--- src/rtl/act_compressor.sv ---
// Zero-skipping activation compressor: each dense block becomes one flag word
// plus the packed stream of its nonzero bytes, with occupancy tracking of both buffers.
module act_compressor #(
  parameter int BLOCK_DEPTH = 32,
  parameter int DATA_WIDTH  = 8,
  parameter int ACT_AW      = 10,
  parameter int FLG_AW      = 6
) (
  input  logic                              clk,
  input  logic                              rst_n,
  input  logic                              in_val,
  output logic                              in_rdy,
  input  logic [BLOCK_DEPTH*DATA_WIDTH-1:0] in_dat,
  output logic                              flg_wr_en,
  output logic [FLG_AW-1:0]                 flg_wr_addr,
  output logic [BLOCK_DEPTH-1:0]            flg_wr_dat,
  output logic                              act_wr_en,
  output logic [ACT_AW-1:0]                 act_wr_addr,
  output logic [DATA_WIDTH-1:0]             act_wr_dat,
  input  logic                              flg_rd_en,
  input  logic                              act_rd_en,
  output logic                              flg_val,
  output logic                              act_val
);

  localparam int              CW        = $clog2(BLOCK_DEPTH) + 1;
  localparam logic [FLG_AW:0] FLG_DEPTH = {1'b1, {FLG_AW{1'b0}}};
  localparam logic [ACT_AW:0] ACT_DEPTH = {1'b1, {ACT_AW{1'b0}}};
  localparam logic [FLG_AW:0] FLG_ONE   = (FLG_AW+1)'(1);
  localparam logic [ACT_AW:0] ACT_ONE   = (ACT_AW+1)'(1);

  typedef enum logic [1:0] {IDLE, WAITSPC, PACK} state_t;

  state_t                            state;
  logic [BLOCK_DEPTH*DATA_WIDTH-1:0] blk_dat;
  logic [BLOCK_DEPTH-1:0]            blk_flag;
  logic [BLOCK_DEPTH-1:0]            blk_mask;
  logic [BLOCK_DEPTH-1:0]            mask_next;
  logic [BLOCK_DEPTH-1:0]            in_flag;
  logic [CW-1:0]                     blk_cnt;
  logic [CW-1:0]                     in_cnt;
  logic [FLG_AW:0]                   flg_occ;
  logic [ACT_AW:0]                   act_occ;
  logic [ACT_AW:0]                   act_free;
  logic [DATA_WIDTH-1:0]             act_sel;
  logic                              space_ok;
  logic                              flg_pop;
  logic                              act_pop;

  always_comb begin
    in_flag = '0;
    in_cnt  = '0;
    for (int i = 0; i < BLOCK_DEPTH; i++) begin
      in_flag[i] = |in_dat[i*DATA_WIDTH +: DATA_WIDTH];
      in_cnt     = in_cnt + CW'(in_flag[i]);
    end
  end

  // Lowest remaining flag bit selects the byte; clearing it walks indices upward.
  always_comb begin
    act_sel = '0;
    for (int i = BLOCK_DEPTH - 1; i >= 0; i--)
      if (blk_mask[i]) act_sel = blk_dat[i*DATA_WIDTH +: DATA_WIDTH];
  end

  assign mask_next = blk_mask & (blk_mask - BLOCK_DEPTH'(1));

  // Space is judged on registered occupancy, so a same-cycle pop only helps next cycle.
  assign act_free = ACT_DEPTH - act_occ;
  assign space_ok = (flg_occ < FLG_DEPTH) && (32'(act_free) >= 32'(blk_cnt));

  assign in_rdy     = (state == IDLE);
  assign flg_wr_en  = (state == WAITSPC) && space_ok;
  assign act_wr_en  = (state == PACK);
  assign flg_wr_dat = flg_wr_en ? blk_flag : '0;
  assign act_wr_dat = act_wr_en ? act_sel : '0;

  assign flg_pop = flg_rd_en && (flg_occ != '0);
  assign act_pop = act_rd_en && (act_occ != '0);
  assign flg_val = (flg_occ != '0);
  assign act_val = (act_occ != '0);

  always_ff @(posedge clk or negedge rst_n) begin
    if (!rst_n) begin
      state    <= IDLE;
      blk_dat  <= '0;
      blk_flag <= '0;
      blk_mask <= '0;
      blk_cnt  <= '0;
    end else begin
      case (state)
        IDLE: begin
          if (in_val) begin
            blk_dat  <= in_dat;
            blk_flag <= in_flag;
            blk_mask <= in_flag;
            blk_cnt  <= in_cnt;
            state    <= WAITSPC;
          end
        end
        WAITSPC: begin
          if (space_ok) state <= (blk_cnt != '0) ? PACK : IDLE;
        end
        PACK: begin
          blk_mask <= mask_next;
          if (mask_next == '0) state <= IDLE;
        end
        default: state <= IDLE;
      endcase
    end
  end

  always_ff @(posedge clk or negedge rst_n) begin
    if (!rst_n) begin
      flg_wr_addr <= '0;
      act_wr_addr <= '0;
      flg_occ     <= '0;
      act_occ     <= '0;
    end else begin
      if (flg_wr_en) flg_wr_addr <= flg_wr_addr + FLG_AW'(1);
      if (act_wr_en) act_wr_addr <= act_wr_addr + ACT_AW'(1);
      if (flg_wr_en && !flg_pop)      flg_occ <= flg_occ + FLG_ONE;
      else if (!flg_wr_en && flg_pop) flg_occ <= flg_occ - FLG_ONE;
      if (act_wr_en && !act_pop)      act_occ <= act_occ + ACT_ONE;
      else if (!act_wr_en && act_pop) act_occ <= act_occ - ACT_ONE;
    end
  end

endmodule

--- config.mk ---
export PLATFORM = sky130hd
export DESIGN_NAME = act_compressor
export DESIGN_NICKNAME = d
export VERILOG_FILES = /design/src/rtl/act_compressor.sv
export SDC_FILE = /design/constraint.sdc
export NUM_CORES = 1
export LEC_CHECK = 0
export ABC_AREA = 1
export BUFFER_PORTS_ARGS = -buffer_cell sky130_fd_sc_hd__buf_4
export CAP_MARGIN = 40
export CORE_ASPECT_RATIO = 1.5
export CORE_MARGIN = 5
export CORE_UTILIZATION = 50
export CTS_CLUSTER_SIZE = 24
export DETAILED_ROUTE_END_ITERATION = 7
export PLACE_DENSITY = 0.73
export SYNTH_ARGS = -nofsm -noshare
export SYNTH_HDL_FRONTEND = slang
export SYNTH_SLANG_ARGS = --single-unit
--- constraint.sdc ---
create_clock -name clk -period 8.4 [get_ports clk]
set_input_delay 1.26 -clock clk [delete_from_list [all_inputs] [get_ports clk]]
set_output_delay 1.26 -clock clk [all_outputs]
set_load 0.01 [all_outputs]
==> results of run 1 <==
==> synthesized netlist by cell type (19+ instances only) <==
library cell / count
fa_1: 26
nor2_1: 200
nor4_1: 19
clkbuf_1: 96
inv_1: 385
o21ai_0: 286
dfrtp_1: 362
nand3_1: 28
nand2_1: 828
nand4_1: 47
nor3_1: 32
ha_1: 32
o22ai_1: 57
a21oi_1: 44
==> how the worst min path moves through the flow <==
stage	startpoint	end	slack (ps)
CTS	act_occ[10]	act_occ[10]	480
global placement	act_occ[10]	act_occ[10]	460
detailed placement	act_occ[10]	act_occ[10]	460
floorplan	act_occ[10]	act_occ[10]	440
global route	blk_dat[165]	blk_dat[165]	500
finish	act_occ[10]	act_occ[10]	480
==> report_power, final <==
group | internal (W) | switching [W] | total (W)
Clock | 0.00103 | 0.000685 | 0.00172
Combinational | 0.00128 | 0.00212 | 0.00341
Sequential | 0.00257 | 0.000693 | 0.00327
Total | 0.00489 | 0.00350 | 0.00839
==> layer usage <==
layer  global-route usage [%]  routed length (um)
met5                        0                   0
met1                     31.8               21900
met4                     10.8                2540
met2                     46.9               29300
met3                     3.21                2970
==> cell usage in the layout (no fill, tap or decap), types with 19 or more instances in the layout <==
| master | instances |
|---|---|
| nand4_1 | 47 |
| dfrtp_1 | 362 |
| clkbuf_16 | 37 |
| a21oi_1 | 44 |
| inv_1 | 385 |
| nor3_1 | 32 |
| nand3_1 | 27 |
| nand2_1 | 827 |
| ha_1 | 32 |
| nor4_1 | 19 |
| buf_4 | 329 |
| o22ai_1 | 57 |
| nor2_1 | 199 |
| o21ai_0 | 286 |
| fa_1 | 26 |
==> cell families after synthesis <==
family	after synthesis	synth area share, %
xor gates and xnor gates	25	1.13
adders and majority gates	58	4.76
buffers and inverters	500	9.74
AOI/OAI and AO/OA	440	12.5
DFF	362	46.8
and+or+nand+nor	1184	25.1
==> critical path: cells and delay by family <==
family | cells | cell delay, ps
buffers and inverters | 6 | 560
adder cells (fa/ha/maj) | 8 | 3370
AND/OR/NAND/NOR | 7 | 870
XOR/XNOR | 1 | 110
AO/OA/AOI/OAI | 1 | 70
==> stage by stage <==
step / total power [W] / hold WS [ps]
floorplan: 0.00550 / 442
finish: 0.00839 / 475
detailed placement: 0.00667 / 464
global placement: 0.00651 / 458
global route: 0.00909 / 498
CTS: 0.00841 / 476
==> cell type report <==
cell class,instances,area (um^2),area share (%)
Tap cell,495,619,2.65
Clock inverter,13,218,0.930
Inverter,396,1490,6.36
Sequential cell,362,9060,38.7
Timing Repair Buffer,334,2590,11.1
Multi-Input combinational cell,1707,8430,36.0
Clock buffer,47,1010,4.33
==> registers in the layout, indices dropped and copies added (netlist names) <==
| register | cells |
|---|---|
| act_occ | 11 |
| act_wr_addr | 10 |
| blk_cnt | 6 |
| blk_dat | 256 |
| blk_flag | 32 |
| blk_mask | 32 |
| flg_occ | 7 |
| flg_wr_addr | 6 |
| state | 2 |
==> reports/results.tsv, run 1 <==
metric	value	unit
rows	88	
power.leakage	12.4	nW
hold_buffers	0	
cp_common_cell	fa_1	
h-tree-depth	2	
dpl_cell_area	22200	um^2
finClkSkew	12.9	ps
drt_first_pass_iters	6	
worstSetupPathType	in -> reg	
cts_buffer_depth	3	
antenna_found_initial	0	
drcViolationCount	0	
rsz0062_at_grt	no	
drive_gt1_share	14.8	%
cp-endpoint	blk_cnt[4]	
power.density	358	nW/um^2
numClockSinks	362	
ys_types	42	
tns	0	ps
routed_wl	56700	um
design.die.area	42800	um^2
yosysWarnings	0	
num_antenna_cells	0	
fp.dieW	171	um
drtAntennaViolNets	0	
synth_cells	2569	
cp.arrival	6280	ps
clkLatencyLatePin	530	ps
synth_nets	2888	
vias	17600	
status	complete, no violations	
whs_path_depth	1	
final_util	60.9	%
synth_seq_cells	362	
reg2reg_slack	3590	ps
place_hpwl	42700	um
critPathSlowestCell	fa_1	
yosys.area.top_type	dfrtp_1	
fin_area	23400	um^2
fin_ws	2520	ps
drv_cap	0	
end_kind	register	
clkSlewWorstSetupHoldPaths	60	ps
setup_viol	0	
r2r_start	act_occ[0]	
cts_inserted_buffers	37	
finalHoldViolCount	0	
relSlewSlack	30.1	%
dpl_worst_slack	1980	ps
critical_path_required	8800	ps
critPathLaunchType	input pin	
reg2reg_to	flg_occ[6]	
cts_resized	0	
hp-class	reg -> reg	
synth_top_area_share	46.8	%
worst_slew_pin_slew	1050	ps
async_reset_ff_share	100	%
gp_congestion	0.872	
fin_crit_sh	70.0	%
critPathLaunch	in_dat[223]	
cts_setup_buffers	0	
num_io_pins	322	
finalNetCount	3157	
core	38400	um^2
grt_pass1_vias	18000	
synth_edf_count	0	
critPathMaxFanout	2	
grt_pass1_wl	90600	um
grtUsageTotal	26.2	%
grt_max_degree	167	
instances_no_fill	3354	
reg2reg_depth	25	
synth.avg_cell_area	7.53	um^2
peakVddDrop	229	uV
dp_cells	3294	
critPathMaxStageDelay	530	ps
wl_per_cell	16.9	um
via_per_inst	5.25	
root_buffer	clkbuf_16	
syn_area	19400	um^2
ys_top_cells_by_area	dfrtp_1 47%, nand2_1 16%, inv_1 7.5%	
synth_seq_area_share	46.8	%
synth_ff_type	dfrtp_1	
fmax	170	MHz
area_growth	21.0	%
port_buffers	321	
cts_tree	done	
fin_crit	5880	ps
floorplan.initialDensity	50.4	%
final.fill_count	3434	
drt_iter0_drc	1563	
crit_path_cell_trace	buf_4 > inv_1 > nand4_1 > nor3_1 > fa_1 > inv_1 > fa_1 > inv_1 > fa_1 > inv_1 > fa_1 > fa_1 > fa_1 > ha_1 > inv_1 > fa_1 > nor2_1 > nor2_1 > nor2_1 > nor2_1 > xnor2_1 > nand2_1 > o21ai_0	
slew_viol_final	0	
overflow	0	
die_height	251	um
(Power assumes the default switching activity.)
==> inputs of run 2 (changes only) <==
clock period = 6.15 ns   (was 8.4 ns; I/O delays follow)
==> run 2 against run 1 <==
Against the previous run: sequential power is 36% higher; count of clock-buffer cells in the layout is 10 higher; setup slack worse by 2000 ps; via count is 0.64% higher; sequential share of layout area is 0.060 points lower; combinational power is 37% higher; power is 37% higher; final cell count is 0.15% higher; routed wire length is 0.69% higher.
==> reports/results.tsv, run 2 (same netlist as run 1, synthesis figures left out) <==
metric	value	unit	change
status	complete, no violations		unchanged
whs_path_depth	1		unchanged
vias	17700		was 17.6k
fp.dieW	171	um	unchanged
routed_wl	57100	um	was 56700 um
critPathMaxFanout	2		unchanged
p_seq_share	38.8	%	was 38.9%
cp.buffers_inverters	4		was 6
floorplan.initialDensity	50.4	%	unchanged
grt_pass1_vias	18300		was 18.0k
fin_hold_ws	474	ps	was 475 ps
design.die.area	42800	um^2	unchanged
critPathMaxStageDelay	550	ps	was 530 ps
reg2reg_depth	24		was 25
h-tree-depth	2		unchanged
cts_setup_buffers	0		unchanged
core	38400	um^2	unchanged
dp_cells	3291		was 3294
finClkSkew	15.3	ps	was 12.9 ps
top_regs	blk_dat (256), blk_flag (32), blk_mask (32)		unchanged
cts_inserted_buffers	38		was 37
grt_max_degree	291		was 167
overflow	0		unchanged
cts_tree	done		unchanged
cp-endpoint	blk_cnt[4]		unchanged
die_height	251	um	unchanged
finalNetCount	3155		was 3157
critPathSlowestCell	fa_1		unchanged
area_growth	21.1	%	was 21.0%
p_total	0.0115	W	was 0.00839 W
combPwrFrac	40.5	%	was 40.6%
setup_viol	0		unchanged
fin_crit	5650	ps	
grtUsageTotal	26.5	%	was 26.2%
fmax	177	MHz	
path_delay_family	adder cells		unchanged
finalHoldViolCount	0		unchanged
place_hpwl	42600	um	was 42700 um
power.density	491	nW/um^2	was 358 nW/um^2
critPathLaunchType	input pin		unchanged
path_depth	21		was 23
numClockSinks	362		unchanged
antenna_found_initial	0		unchanged
worst_slew_pin_slew	1260	ps	was 1050 ps
clkSlewWorstSetupHoldPaths	70	ps	was 60 ps
num_io_pins	322		unchanged
drt_iter0_drc	1359		was 1563
grt_pass1_wl	91600	um	was 90600 um
port_buffers	321		unchanged
gp_congestion	0.893		was 0.872
reg2reg_slack	1910	ps	was 3590 ps
peakVddDrop	659	uV	was 229 uV
cts_buffer_depth	3		unchanged
critPathLaunch	in_dat[0]		was in_dat[223]
cts_resized	0		unchanged
drv_cap	0		unchanged
drcViolationCount	0		unchanged
reg2reg_to	flg_occ[6]		unchanged
clkLatencyLatePin	530	ps	about the same
crit_path_cell_trace	buf_4 > inv_1 > nand3_1 > nor3_1 > fa_1 > fa_1 > inv_1 > fa_1 > fa_1 > fa_1 > fa_1 > ha_1 > inv_1 > fa_1 > nor2_1 > nor2_1 > nor2_1 > nor2_1 > xnor2_1 > nand2_1 > o21ai_0		was buf_4 > inv_1 > nand4_1 > nor3_1 > fa_1 > inv_1 > fa_1 > inv_1 > fa_1 > inv_1 > fa_1 > fa_1 > fa_1 > ha_1 > inv_1 > fa_1 > nor2_1 > nor2_1 > nor2_1 > nor2_1 > xnor2_1 > nand2_1 > o21ai_0
worstSetupPathType	in -> reg		unchanged
clkPwrFrac	20.8	%	was 20.5%
switching_power	0.00482	W	was 0.00350 W
fin_crit_sh	91.9	%	
regMostFlops	blk_dat		unchanged
final.fill_count	3420		was 3434
drt_first_pass_iters	6		unchanged
final_cell_mix	827 x nand2_1, 385 x inv_1, 362 x dfrtp_1, 325 x buf_4, 286 x o21ai_0		was 827 x nand2_1, 385 x inv_1, 362 x dfrtp_1, 329 x buf_4, 286 x o21ai_0
drtAntennaViolNets	0		unchanged
power.leakage	12.4	nW	about the same
root_buffer	clkbuf_16		unchanged
cp.arrival	6030	ps	was 6280 ps
layout_commonest_cell	nand2_1		unchanged
cp_common_cell	fa_1		unchanged
drive_gt1_share	14.8	%	about the same
instances_no_fill	3359		was 3354
hp-class	reg -> reg		unchanged
via_per_inst	5.28		was 5.25
end_kind	register		unchanged
rows	88		unchanged
intPower	0.00669	W	was 0.00489 W
num_antenna_cells	0		unchanged
critical_path_required	6530	ps	was 8800 ps
hold_buffers	0		unchanged
r2r_start	act_occ[0]		unchanged
slew_viol_final	0		unchanged
relSlewSlack	16.2	%	was 30.1%
wl_per_cell	17.0	um	was 16.9 um
largest_register_ffs	256		unchanged
rsz0062_at_grt	no		unchanged
swShare	41.9	%	was 41.7%
==> run 2: power by group through the flow <==
stage	clock, W	sequential, W	combinational, W
2_1_floorplan	0	0.00406	0.00346
3_3_place_gp	0	0.00443	0.00446
3_5_place_dp	0	0.00448	0.00461
4_1_cts	0.00243	0.00445	0.00465
5_1_grt	0.00252	0.00461	0.00534
6_report	0.00239	0.00446	0.00466
==> run 2: cell type report <==
type	instances	area [um^2]	share of cell area, %
Timing Repair Buffer	331	2560	10.9
Inverter	396	1490	6.35
Clock buffer	57	1160	4.93
Tap cell	495	619	2.64
Multi-Input combinational cell	1707	8430	35.9
Clock inverter	11	141	0.603
Sequential cell	362	9060	38.6
==> run 2: worst min path at each step <==
stage	startpoint	end	slack, ps
2_1_floorplan	act_occ[10]	act_occ[10]	440
3_3_place_gp	act_occ[10]	act_occ[10]	460
3_5_place_dp	blk_dat[198]	blk_dat[198]	470
4_1_cts	act_occ[10]	act_occ[10]	470
5_1_grt	act_occ[10]	act_occ[10]	490
6_report	act_occ[10]	act_occ[10]	470
==> run 2: per-stage QoR <==
stage	utilization, %	setup WS [ps]	TNS (ps)	instance area (um^2)
finish	61.0	500	0	23400
global route	61.0	124	0	23400
CTS	61.0	462	0	23400
detailed placement	57.6	-89.8	-89.8	22200
global placement	57.5	53.7	0	22100
floorplan	-	640	0	19400
==> run 2: routing by layer <==
layer / vias up / GRT usage, % / share of wire (%)
li1: 8622 / - / -
met1: 8299 / 31.1 / 38
met2: 636 / 46.7 / 51
met3: 174 / 4.14 / 5.7
met4: 0 / 12.9 / 5.5
met5: - / 0 / 0
